### config.mk
export PLATFORM = sky130hd
export DESIGN_NAME = logic_unit_pipe_flat
export DESIGN_NICKNAME = d
export VERILOG_FILES = /design/src/rtl/logic_unit_if.sv /design/src/rtl/logic_unit_pipe.sv /design/src/flat_wrapper.sv
export SDC_FILE = /design/constraint.sdc
export NUM_CORES = 1
export LEC_CHECK = 0
export ABC_AREA = 1
export CORE_MARGIN = 2
export CORE_UTILIZATION = 43
export DETAILED_ROUTE_END_ITERATION = 8
export PLACE_DENSITY = 0.69
export SYNTH_ARGS = -nofsm -noshare
export SYNTH_HDL_FRONTEND = slang
export SYNTH_SLANG_ARGS = --single-unit
### constraint.sdc
create_clock -name clk -period 2.72 [get_ports clk]
set_input_delay 0.68 -clock clk [delete_from_list [all_inputs] [get_ports clk]]
set_output_delay 0.68 -clock clk [all_outputs]
set_load 0.01 [all_outputs]
### src/rtl/logic_unit_if.sv
// Handshake/operand bundle between operand issue, logic_unit_pipe and writeback.
// Reduction flag signals exist only when LOGIC_UNIT_REDUCE_EN is defined.
interface logic_unit_if #(
    parameter int unsigned WIDTH = 32,
    parameter int unsigned OP_W  = 3
);
    logic             in_valid;
    logic             in_ready;
    logic [WIDTH-1:0] a;
    logic [WIDTH-1:0] b;
    logic [OP_W-1:0]  op;
    logic             use_acc;
    logic             acc_clr;
    logic             out_valid;
    logic             out_ready;
    logic [WIDTH-1:0] s;
    logic             zero;
    logic [WIDTH-1:0] acc;
`ifdef LOGIC_UNIT_REDUCE_EN
    logic             red_and;
    logic             red_or;
    logic             red_xor;
`endif

    modport master (
        output in_valid, a, b, op, use_acc, acc_clr, out_ready,
        input  in_ready, out_valid, s, zero, acc
`ifdef LOGIC_UNIT_REDUCE_EN
        , input red_and, red_or, red_xor
`endif
    );

    modport slave (
        input  in_valid, a, b, op, use_acc, acc_clr, out_ready,
        output in_ready, out_valid, s, zero, acc
`ifdef LOGIC_UNIT_REDUCE_EN
        , output red_and, red_or, red_xor
`endif
    );
endinterface

### src/rtl/logic_unit_pipe.sv
// Registered eight-op bitwise logic unit with valid/ready handshake and chaining accumulator.
// Optional registered reduction flags of the result: define LOGIC_UNIT_REDUCE_EN.
module logic_unit_pipe #(
    parameter int unsigned WIDTH = 32,
    parameter int unsigned OP_W  = 3
) (
    input  logic           clk,
    input  logic           rst,
    logic_unit_if.slave    bus
);
    localparam logic [OP_W-1:0] OP_AND  = OP_W'(0);
    localparam logic [OP_W-1:0] OP_OR   = OP_W'(1);
    localparam logic [OP_W-1:0] OP_XOR  = OP_W'(2);
    localparam logic [OP_W-1:0] OP_NAND = OP_W'(3);
    localparam logic [OP_W-1:0] OP_NOR  = OP_W'(4);
    localparam logic [OP_W-1:0] OP_XNOR = OP_W'(5);
    localparam logic [OP_W-1:0] OP_NOT  = OP_W'(6);
    localparam logic [OP_W-1:0] OP_PASS = OP_W'(7);

    logic             out_valid_q;
    logic [WIDTH-1:0] s_q;
    logic             zero_q;
    logic [WIDTH-1:0] acc_q;
    logic [WIDTH-1:0] x_c;
    logic [WIDTH-1:0] result_c;
    logic             accept_c;

    assign bus.in_ready = !out_valid_q || bus.out_ready;
    assign accept_c     = bus.in_valid && bus.in_ready;

    // A same-cycle clear is seen by the op before the result reloads acc.
    always_comb begin
        x_c = bus.a;
        if (bus.use_acc) begin
            x_c = bus.acc_clr ? '0 : acc_q;
        end
    end

    always_comb begin
        result_c = '0;
        case (bus.op)
            OP_AND:  result_c = x_c & bus.b;
            OP_OR:   result_c = x_c | bus.b;
            OP_XOR:  result_c = x_c ^ bus.b;
            OP_NAND: result_c = ~(x_c & bus.b);
            OP_NOR:  result_c = ~(x_c | bus.b);
            OP_XNOR: result_c = ~(x_c ^ bus.b);
            OP_NOT:  result_c = ~x_c;
            OP_PASS: result_c = bus.b;
            default: result_c = '0;
        endcase
    end

    always_ff @(posedge clk) begin
        if (rst) begin
            out_valid_q <= 1'b0;
            s_q         <= '0;
            zero_q      <= 1'b1;
            acc_q       <= '0;
        end else if (accept_c) begin
            out_valid_q <= 1'b1;
            s_q         <= result_c;
            zero_q      <= (result_c == '0);
            acc_q       <= result_c;
        end else begin
            if (bus.out_ready) begin
                out_valid_q <= 1'b0;
            end
            if (bus.acc_clr) begin
                acc_q <= '0;
            end
        end
    end

    assign bus.out_valid = out_valid_q;
    assign bus.s         = s_q;
    assign bus.zero      = zero_q;
    assign bus.acc       = acc_q;

`ifdef LOGIC_UNIT_REDUCE_EN
    logic red_and_q;
    logic red_or_q;
    logic red_xor_q;

    always_ff @(posedge clk) begin
        if (rst) begin
            red_and_q <= 1'b1;
            red_or_q  <= 1'b0;
            red_xor_q <= 1'b0;
        end else if (accept_c) begin
            red_and_q <= &result_c;
            red_or_q  <= |result_c;
            red_xor_q <= ^result_c;
        end
    end

    assign bus.red_and = red_and_q;
    assign bus.red_or  = red_or_q;
    assign bus.red_xor = red_xor_q;
`endif
endmodule

### src/flat_wrapper.sv
// flat-port wrapper written by rule: the top's interface ports become plain ports
module logic_unit_pipe_flat 
#(
    parameter int unsigned WIDTH = 32,
    parameter int unsigned OP_W  = 3
)
  (clk, rst, bus_in_valid, bus_a, bus_b, bus_op, bus_use_acc, bus_acc_clr, bus_out_ready, bus_in_ready, bus_out_valid, bus_s, bus_zero, bus_acc);
  logic_unit_if #(.WIDTH(WIDTH), .OP_W(OP_W)) bus_i ();
  input  logic clk;
  input  logic rst;
  input wire logic [$bits(bus_i.in_valid)-1:0] bus_in_valid;
  input wire logic [$bits(bus_i.a)-1:0] bus_a;
  input wire logic [$bits(bus_i.b)-1:0] bus_b;
  input wire logic [$bits(bus_i.op)-1:0] bus_op;
  input wire logic [$bits(bus_i.use_acc)-1:0] bus_use_acc;
  input wire logic [$bits(bus_i.acc_clr)-1:0] bus_acc_clr;
  input wire logic [$bits(bus_i.out_ready)-1:0] bus_out_ready;
  output wire logic [$bits(bus_i.in_ready)-1:0] bus_in_ready;
  output wire logic [$bits(bus_i.out_valid)-1:0] bus_out_valid;
  output wire logic [$bits(bus_i.s)-1:0] bus_s;
  output wire logic [$bits(bus_i.zero)-1:0] bus_zero;
  output wire logic [$bits(bus_i.acc)-1:0] bus_acc;
  assign bus_i.in_valid = bus_in_valid;
  assign bus_i.a = bus_a;
  assign bus_i.b = bus_b;
  assign bus_i.op = bus_op;
  assign bus_i.use_acc = bus_use_acc;
  assign bus_i.acc_clr = bus_acc_clr;
  assign bus_i.out_ready = bus_out_ready;
  assign bus_in_ready = bus_i.in_ready;
  assign bus_out_valid = bus_i.out_valid;
  assign bus_s = bus_i.s;
  assign bus_zero = bus_i.zero;
  assign bus_acc = bus_i.acc;
  logic_unit_pipe #(.WIDTH(WIDTH), .OP_W(OP_W)) u_core (.clk(clk), .rst(rst), .bus(bus_i));
endmodule
==> summary.txt <==
Status
  • Status: complete, no violations

Floorplanning
  • Die area: 15300 um^2
  • I/O pin count: 140
  • Core area: 13900 um^2
  • Starting Density: 44.3%
  • Die W: 124 um
  • Die Ht: 124 um
  • FP Rows: 43

Logic synthesis
  • Mapped Nets: 1193
  • Register bit total from synthesis: 66
  • Warnings, synthesis: 0
  • Post-synth top flop: dfxtp_1
  • Number of flops mapped to enable cells by yosys: 0
  • Yosys top cell area share: 21.4%
  • Syn Inst Count: 1056
  • Synthesized area: 6180 um^2
  • Largest cells by area after synthesis: dfxtp_1 21%, nand2_1 19%, ha_1 13%, nand3_1 8.8%, inv_1 8.8%
  • Syn Area/Cell: 5.85 um^2
  • Synth unique cells: 28
  • Sequential area share after synthesis: 21.4%
  • FFs w/ async S/R, synth: 0%
  • Largest area contributor in the netlist: dfxtp_1

Finish
  • Commonest non-fill, non-tap cell in the layout: nand2_1
  • Layout area overhead: 49.8%
  • Ant diodes: 0
  • Nets: 1459
  • Fraction of layout instances using a drive strength above 1: 17.3%
  • Fillers: 1304
  • Commonest non-fill, non-tap cells in the layout: 302 x nand2_1, 160 x buf_4, 144 x inv_1
  • Post-Route Utilization: 66.4%
  • Finished Cell Area: 9250 um^2

Timing
  • Worst slew margin: 58.1%
  • Setup violations, final: 0
  • Final hold vios: 0
  • WHS: 0.463 ns
  • Worst slew pin tran: 0.628 ns
  • FMAX: 0.393 GHz
  • Fin crit share: 93.5%
  • RSZ-0062 raised after global routing: false
  • Worst Skew: 0.00162 ns
  • Final WS setup: 0.177 ns
  • Crit path time final: 2.54 ns
  • Pins Over Slew Limit: 0

Clock network
  • CTS root buf: clkbuf_16
  • Clk buf depth: 2
  • Clock insertion delay at the later pin of the skew report: 0.33 ns
  • H-tree Lvls: 3
  • Reg clk slew, reported paths: 0.05 ns
  • Hold buffer count at CTS: 0
  • TritonCTS Buffers: 9
  • Clock Sinks: 66
  • CTS tree: done

Global route
  • Met1 Use GR: 32.9%
  • GRT overflow: 0
  • GRT Total Usage: 28.6%
  • Vias in the first global route: 7245
  • Initial antenna violation count: 0
  • First-pass GRT wire length: 34000 um
  • Met2 Usage GRT: 50.2%
  • GR peak layer: met2
  • Largest net degree at the start of global routing: 65
  • Met3 usage: 4.40%

Setup path
  • CP cell instances: buf_2, buf_4, nand3_1, nand2_1, inv_1, ha_1, nand4_1, nand2_1, nor2_1, nand3_1, nand2_1, nand2_1, nor2_1, nand2_1, nor2_1, nand2_1, nand2_1
  • Setup crit start kind: primary input
  • Slowest library cell on the worst path: buf_2
  • Most frequent CP cell: nand2_1
  • Worst EP required: 2.99 ns
  • Kind of end point of the critical path: flip-flop
  • Arrival @ worst endpoint: 2.81 ns
  • Critical path fanouts, max: 13
  • R2R setup slack: 0.72 ns
  • WS Path Type: primary input to flip-flop
  • Slowest cell delay on critical path: 0.32 ns

Routing
  • Vias/cell: 5.09
  • Drt first pass iters: 5
  • Total wire length: 22100 um
  • DRC: 0
  • Antenna-violating nets left: 0
  • Vias: 7673
  • Detailed Route Iter0 Violations: 547
  • Routed wire length per instance: 14.7 um

Placement
  • Dpl cell area: 8820 um^2
  • Dpl ws: -0.325 ns
  • I/O Buffers: 139
  • HPWL after DPL: 17000 um
  • Final Wtd Congestion: 0.913

Power
  • P_leak: 4.64 nW
  • Maximum VDD drop: 0.375 mV
  • Pwr Density: 373 nW/um^2
  • Power Total: 3.45 mW

Job
  • Max-capacitance violation count: 0

Worst hold path
  • Hold Crit Class: flip-flop to flip-flop
power breakdown:
part           internal (mW)  switching (mW)
sequential              1.04          0.0536
clock                  0.635           0.396
combinational          0.649           0.677
total                   2.33            1.13
stage by stage:
| stage | TNS [ns] | cells |
|---|---|---|
| finish | 0 | 1507 |
| floorplan | 0 | 1056 |
| global route | 0 | 1507 |
| detailed placement | -5.91 | 1486 |
| global placement | -4.52 | 1486 |
| CTS | 0 | 1502 |
flip-flops by register name, summed over array words and instances (netlist names):
| signal | count |
|---|---|
| u_core.bus.acc | 32 |
| u_core.bus.s | 32 |
| u_core.bus.out_valid | 1 |
| u_core.bus.zero | 1 |
synthesized netlist by cell type, types with 3 or more instances:
| library cell | number |
|---|---|
| clkbuf_1 | 20 |
| nand2_1 | 305 |
| nand2_2 | 3 |
| o22ai_1 | 4 |
| inv_1 | 145 |
| nand4_1 | 8 |
| buf_2 | 23 |
| or2_2 | 6 |
| ha_1 | 64 |
| o211ai_1 | 7 |
| buf_6 | 9 |
| nand3b_1 | 6 |
| nor2_1 | 118 |
| nor2_2 | 3 |
| buf_4 | 3 |
| inv_2 | 5 |
| nand3_1 | 109 |
| o21ai_0 | 74 |
| o21ai_1 | 3 |
| dfxtp_1 | 66 |
| a21oi_1 | 68 |
path summary, 6_finish.rpt:
check | to | cells after the start | start
hold reg to reg | u_core.bus.s[1]$_SDFFE_PP0P_ | 2 | u_core.bus.s[1]$_SDFFE_PP0P_
setup reg to reg | u_core.bus.zero$_SDFFE_PP1P_ | 15 | u_core.bus.acc[14]$_SDFF_PP0_
setup / recovery | u_core.bus.zero$_SDFFE_PP1P_ | 17 | bus_use_acc
hold / removal | u_core.bus.s[1]$_SDFFE_PP0P_ | 2 | u_core.bus.s[1]$_SDFFE_PP0P_
routing by layer:
metal,part of all wire (%),vias up
li1,-,3866
met1,40,3451
met2,48,290
met3,6.2,66
met4,5.6,0
met5,0,-
worst max-delay path: cells and delay by family:
family | cells | cell delay, ns
adders and majority gates | 1 | 0.30
buffers and inverters | 3 | 0.63
and+or+nand+nor | 13 | 1.19
cell type report:
class,instances,area (um^2),area share [%]
clock inverters,5,30.0,0.325
well taps,180,225,2.43
inverters,150,566,6.11
flip-flops and latches,66,1320,14.3
multi-input cells,785,4050,43.8
clock buffers,11,243,2.62
repair buffers,310,2820,30.5
timing repair:
| item | 4_1_cts | 5_1_grt |
|---|---|---|
| setup buffers | 0 | 3 |
| gates resized for setup | 0 | 37 |
| endpoints found under the setup margin | 0 | 23 |
logic make-up (layout without fill, tap and decap cells):
| kind of cell | count (synthesis) | after routing | synth area share [%] |
|---|---|---|---|
| and+or+nand+nor | 564 | 564 | 38.3 |
| buffers and inverters | 205 | 476 | 14.2 |
| AOI/OAI and AO/OA | 157 | 157 | 13.1 |
| DFF | 66 | 66 | 21.4 |
| adders and majority gates | 64 | 64 | 13.0 |
Note: power is estimated with default switching activity, not from simulation.
